File: config.mk
export PLATFORM = sky130hd
export DESIGN_NAME = approx_mul_rr_sched
export DESIGN_NICKNAME = d
export VERILOG_FILES = /design/src/rtl/approx_mul_rr_sched.sv
export SDC_FILE = /design/constraint.sdc
export NUM_CORES = 1
export LEC_CHECK = 0
export BUFFER_PORTS_ARGS = -buffer_cell sky130_fd_sc_hd__buf_4
export CORE_ASPECT_RATIO = 1.75
export CORE_MARGIN = 3
export CORE_UTILIZATION = 40
export DETAILED_ROUTE_END_ITERATION = 8
export MAX_ROUTING_LAYER = met4
export PLACE_DENSITY = 0.65
export SLEW_MARGIN = 20
export SYNTH_ARGS = -nofsm -noshare
export SYNTH_HDL_FRONTEND = slang
export SYNTH_HIERARCHICAL = 1
export SYNTH_SLANG_ARGS = --single-unit
File: constraint.sdc
create_clock -name clk -period 13.7 [get_ports clk]
set_input_delay 2.055 -clock clk [delete_from_list [all_inputs] [get_ports clk]]
set_output_delay 2.055 -clock clk [all_outputs]
set_load 0.05 [all_outputs]
File: src/rtl/approx_mul_rr_sched.sv
// Round-robin scheduler that shares one approximate 8x8 multiplier among NUM_REQ requesters.
// Each request holds the multiplier for one cycle and returns one tagged response.

module unsigned_int_mul (
   input  logic [7:0]  A,
   input  logic [7:0]  B,
   input  logic [5:0]  Conf_Bit_Mask,
   output logic [15:0] R
);
   // Mask bit 0 keeps the two top partial-product rows and bit 5 keeps the two
   // bottom rows. Bits 1..4 keep rows 5..2. All ones gives the exact product.
   logic [7:0]  row_en;
   logic [15:0] pp [8];

   assign row_en = {{2{Conf_Bit_Mask[0]}}, Conf_Bit_Mask[1], Conf_Bit_Mask[2],
                    Conf_Bit_Mask[3], Conf_Bit_Mask[4], {2{Conf_Bit_Mask[5]}}};

   generate
      for (genvar gi = 0; gi < 8; gi++) begin : g_pp
         assign pp[gi] = (row_en[gi] && B[gi]) ? ({8'b0, A} << gi) : 16'b0;
      end
   endgenerate

   always_comb begin
      R = '0;
      for (int i = 0; i < 8; i++) begin
         R = R + pp[i];
      end
   end
endmodule

module approx_mul_rr_sched #(
   parameter int NUM_REQ = 4,
   parameter int ID_W    = 2
) (
   input  logic                 clk,
   input  logic                 rst,
   input  logic [NUM_REQ-1:0]   req_valid,
   output logic [NUM_REQ-1:0]   req_ready,
   input  logic [NUM_REQ*8-1:0] req_A,
   input  logic [NUM_REQ*8-1:0] req_B,
   input  logic [NUM_REQ*6-1:0] req_mask,
   output logic                 rsp_valid,
   input  logic                 rsp_ready,
   output logic [ID_W-1:0]      rsp_id,
   output logic [15:0]          rsp_R,
   output logic [5:0]           rsp_mask,
   output logic                 busy,
   output logic [15:0]          mask_fix_cnt
);
   typedef enum logic [1:0] {IDLE, MUL, RESP} state_t;

   state_t          state_reg, state_next;
   logic [ID_W-1:0] ptr_reg;
   logic [7:0]      op_a_reg, op_b_reg;
   logic [5:0]      op_m_reg;
   logic [ID_W-1:0] op_id_reg;
   logic            rsp_valid_reg;
   logic [ID_W-1:0] rsp_id_reg;
   logic [15:0]     rsp_r_reg;
   logic [5:0]      rsp_mask_reg;
   logic [15:0]     fix_cnt_reg;

   logic [2*NUM_REQ-1:0] valid_rot;
   logic                 grant_any;
   logic [ID_W-1:0]      grant_id;
   logic [ID_W-1:0]      ptr_next;
   logic                 accept_en;
   logic [7:0]           sel_a, sel_b;
   logic [5:0]           sel_m, sel_m_fixed;
   logic [15:0]          mul_r;
   int                   sum;

   // Rotate so that bit 0 is the requester at ptr; the lowest set bit wins.
   always_comb begin
      valid_rot = {req_valid, req_valid} >> ptr_reg;
      grant_any = 1'b0;
      grant_id  = '0;
      sum       = 0;
      for (int k = NUM_REQ - 1; k >= 0; k--) begin
         if (valid_rot[k]) begin
            grant_any = 1'b1;
            sum       = int'(ptr_reg) + k;
            if (sum >= NUM_REQ) begin
               sum = sum - NUM_REQ;
            end
            grant_id  = ID_W'(sum);
         end
      end
   end

   assign accept_en = !rst && (state_reg == IDLE) && grant_any;
   assign ptr_next  = (grant_id == ID_W'(NUM_REQ - 1)) ? '0 : grant_id + 1'b1;

   generate
      for (genvar gi = 0; gi < NUM_REQ; gi++) begin : g_ready
         assign req_ready[gi] = accept_en && (grant_id == ID_W'(gi));
      end
   endgenerate

   always_comb begin
      sel_a = '0;
      sel_b = '0;
      sel_m = '0;
      for (int i = 0; i < NUM_REQ; i++) begin
         if (grant_id == ID_W'(i)) begin
            sel_a = req_A[8*i +: 8];
            sel_b = req_B[8*i +: 8];
            sel_m = req_mask[6*i +: 6];
         end
      end
   end

   // A zero mask would suppress every partial product; promote it to the coarsest legal one.
   assign sel_m_fixed = (sel_m == 6'd0) ? 6'b000001 : sel_m;

   unsigned_int_mul u_mul (
      .A             (op_a_reg),
      .B             (op_b_reg),
      .Conf_Bit_Mask (op_m_reg),
      .R             (mul_r)
   );

   always_comb begin
      state_next = state_reg;
      case (state_reg)
         IDLE:    if (grant_any) state_next = MUL;
         MUL:     state_next = RESP;
         RESP:    if (rsp_ready) state_next = IDLE;
         default: state_next = IDLE;
      endcase
   end

   always_ff @(posedge clk) begin
      if (rst) begin
         state_reg     <= IDLE;
         ptr_reg       <= '0;
         op_a_reg      <= '0;
         op_b_reg      <= '0;
         op_m_reg      <= '0;
         op_id_reg     <= '0;
         rsp_valid_reg <= 1'b0;
         rsp_id_reg    <= '0;
         rsp_r_reg     <= '0;
         rsp_mask_reg  <= '0;
         fix_cnt_reg   <= '0;
      end else begin
         state_reg <= state_next;
         case (state_reg)
            IDLE: begin
               if (grant_any) begin
                  op_a_reg  <= sel_a;
                  op_b_reg  <= sel_b;
                  op_m_reg  <= sel_m_fixed;
                  op_id_reg <= grant_id;
                  ptr_reg   <= ptr_next;
                  if (sel_m == 6'd0 && fix_cnt_reg != 16'hFFFF) begin
                     fix_cnt_reg <= fix_cnt_reg + 16'd1;
                  end
               end
            end
            MUL: begin
               rsp_r_reg     <= mul_r;
               rsp_id_reg    <= op_id_reg;
               rsp_mask_reg  <= op_m_reg;
               rsp_valid_reg <= 1'b1;
            end
            RESP: begin
               if (rsp_ready) begin
                  rsp_valid_reg <= 1'b0;
               end
            end
            default: ;
         endcase
      end
   end

   assign rsp_valid    = rsp_valid_reg;
   assign rsp_id       = rsp_id_reg;
   assign rsp_R        = rsp_r_reg;
   assign rsp_mask     = rsp_mask_reg;
   assign busy         = (state_reg != IDLE);
   assign mask_fix_cnt = fix_cnt_reg;
endmodule

==> impl_results.md <==
- Final hold violations: 0
- Multi-input gate area: 0.00361 mm^2
- Yosys reg bits: 69
- Seq pwr share: 0.358
- Die height: 159 um
- Worst Path Required: 11.64 ns
- Residual DRC count: 0
- Clock Latency Late Sink: 0.34 ns
- Initial Util: 0.410
- Die X: 93.3 um
- WP data arrival: 4.08 ns
- Worst Setup End Kind: primary output
- Synth unique cells: 50
- # rows: 55
- Switching share of total power: 0.351
- Hold Path Cell Cnt: 2
- Hold_sp: rsp_R[6]
- Avg Inst Size Synth: 7.96 um^2
- Reg2reg end: rsp_R[13]
- Worst Path Max Fanout: 37
- First-pass GRT wire length: 24800 um
- Most used DFF post-synth: dfxtp_1
- Run status: finished, final reports clean
- Fill count: 1248
- Setup Skew: 0.0108 ns
- Final Cycle Share: 0.447
- Clock root buffer: clkbuf_16
- GRT Total Usage: 0.211
- Hold Path Class: reg -> reg
- Area contributors post-synth: dfxtp_1 26%, fa_1 13%, ha_1 8.2%
- Gate Count Post-Synth: 670
- Num CTS Buffers: 9
- P_sw: 0.000248 W
- Fin crit period: 6.13 ns
- RSZ-0062 raised after global routing: false
- R2R Setup Slk: 8.18 ns
- Power per Cell Area: 104 mW/mm^2
- Crit Reg-Reg Startpoint: op_m_reg[5]
- Hold-fix buffer count after cts: 0
- Ys Warns: 6
- FF/Latch Area: 0.00138 mm^2
- Synth cell count leaders: 91 x nand2_1, 69 x dfxtp_1, 61 x a21oi_1
- Actual slew at the worst max-slew pin: 1.05 ns
- Post-DP HPWL: 11600 um
- Area Overhead vs Synth: 27.2%
- Clock-pin slew on the worst setup and hold paths: 0.05 ns
- Routability-driven placement congestion ratio: 0.909
- R2R depth: 20
- Nets: 950
- # setup viols final: 0
- Largest net degree at the start of global routing: 73
- Std-Cell Core Area: 0.0130 mm^2
- Fmax: 163 MHz
- Vias in the first global route: 5353
- Clock Path Buffers: 2
- Asr flop ratio synth: 0
- GR Overflow Total: 0
- Post_cts resized: 0
- Peak supply drop: 0.0000660 V
- Vias post-DR: 5316
- # IOs: 141
- Syn nets: 834
- Aggregate routed wire length: 15000 um
- Syn Std Cell Area: 0.00534 mm^2
- Iter 0 DRT Violations: 230
- Hold Path End: rsp_R[6]
- Setup TNS: 0 ns
- Setup bufs post-CTS: 0
- Count leader, synth: nand2_1
- Comb pwr share: 0.275
- Max-cap viol count: 0
- WS Path Type: in -> out
- # diodes: 0
- Post-synth top area share: 0.259
- Antenna-violating nets left: 0
- H-tree depth: 3
- Yosys top cell by area: dfxtp_1
- Avg WL per Cell: 15.6 um
- Tot Pwr: 0.000707 W
- Relative slew slack: 0.302
- Seq/Total Area, Yosys: 0.259
- Layout cells sized above 1: 0.212
- Sink Count: 69
- CP Launch Type: input pin
- Initial antenna violation count: 0
- Final hold slack: 0.453 ns
- Full die area: 0.0148 mm^2
- TritonRoute pass-1 iters: 4
- DR vias/cell: 5.53
- Leak: 3.21 nW
- I/O Buffers: 140
- Max Slew Vio Count: 0
- EDFF count, synth: 0
- Clk pwr share: 0.367
- TritonCTS clock tree: yes
- Pint: 0.000459 W
[per-stage QoR]
step / cells / area, um^2 / util / setup WS, ns
floorplan: 670 / 5340 / - / 7.52
global placement: 946 / 6450 / 0.496 / 7.70
detailed placement: 946 / 6450 / 0.496 / 7.56
CTS: 962 / 6790 / 0.522 / 7.57
global route: 962 / 6790 / 0.522 / 7.34
finish: 962 / 6790 / 0.522 / 7.57
[power groups by stage]
stage | Sequential, W | Combinational (W) | Clock, W
after floorplan | 0.000251 | 0.000131 | 0
after global placement | 0.000255 | 0.000189 | 0
after detailed placement | 0.000257 | 0.000194 | 0
after CTS | 0.000252 | 0.000195 | 0.000266
after global routing | 0.000257 | 0.000216 | 0.000274
final | 0.000253 | 0.000195 | 0.000260
[worst max path at each step]
stage / slack (ns) / cells after the start / to / start
finish: 7.57 / 7 / req_ready[2] / req_valid[0]
global route: 7.34 / 7 / req_ready[2] / req_valid[0]
CTS: 7.57 / 7 / req_ready[2] / req_valid[0]
detailed placement: 7.56 / 11 / mask_fix_cnt[13] / req_valid[0]
global placement: 7.70 / 7 / req_ready[2] / req_valid[0]
floorplan: 7.52 / 7 / req_ready[3] / req_valid[1]
[final cells by class]
type                       instances  area share
clock inverter                     7      0.0157
timing repair buffer             143       0.158
tap                              171      0.0315
clock buffer                       9      0.0332
inverter                          46      0.0254
multi-input combinational        517       0.532
sequential                        69       0.204
[critical path, stage by stage]
cell,delay (ns)
buf_4,0.13
a21oi_1,0.14
o21ai_0,0.08
a21oi_1,0.31
ha_1,0.92
and2_1,0.24
buf_4,0.20
[kinds of logic after synthesis]
group	after synthesis	share of synthesized area
simple gates	285	0.264
compound gates	144	0.171
buf+inv	84	0.0638
fa+ha+maj	69	0.210
flops	69	0.259
xor+xnor	13	0.0213
mux	6	0.0115
[metal layers]
| layer | global-route usage | up-vias | share of wire | wire length [um] |
|---|---|---|---|---|
| met4 | 0.100 | 0 | 0.042 | 635 |
| met5 | - | - | 0 | 0 |
| met2 | 0.374 | 172 | 0.54 | 8030 |
| li1 | - | 2586 | - | - |
| met1 | 0.225 | 2516 | 0.38 | 5670 |
| met3 | 0.0313 | 42 | 0.044 | 658 |
[cells in the final DEF, fill, tap and decap left out, types with 3 or more instances in the layout]
master	count
a211oi_1	19
a21o_1	3
a21oi_1	61
a221oi_1	21
and2_1	7
and3_1	33
buf_4	143
clkbuf_16	9
dfxtp_1	69
fa_1	34
ha_1	35
inv_1	46
mux2i_1	5
nand2_1	91
nand3_1	27
nand4_1	3
nor2_1	34
nor2b_1	22
nor3_1	41
o21ai_0	6
o21ai_1	12
o22ai_1	8
or3_1	12
xnor2_1	8
xor2_1	5
Power figures use the tool's default switching activity.
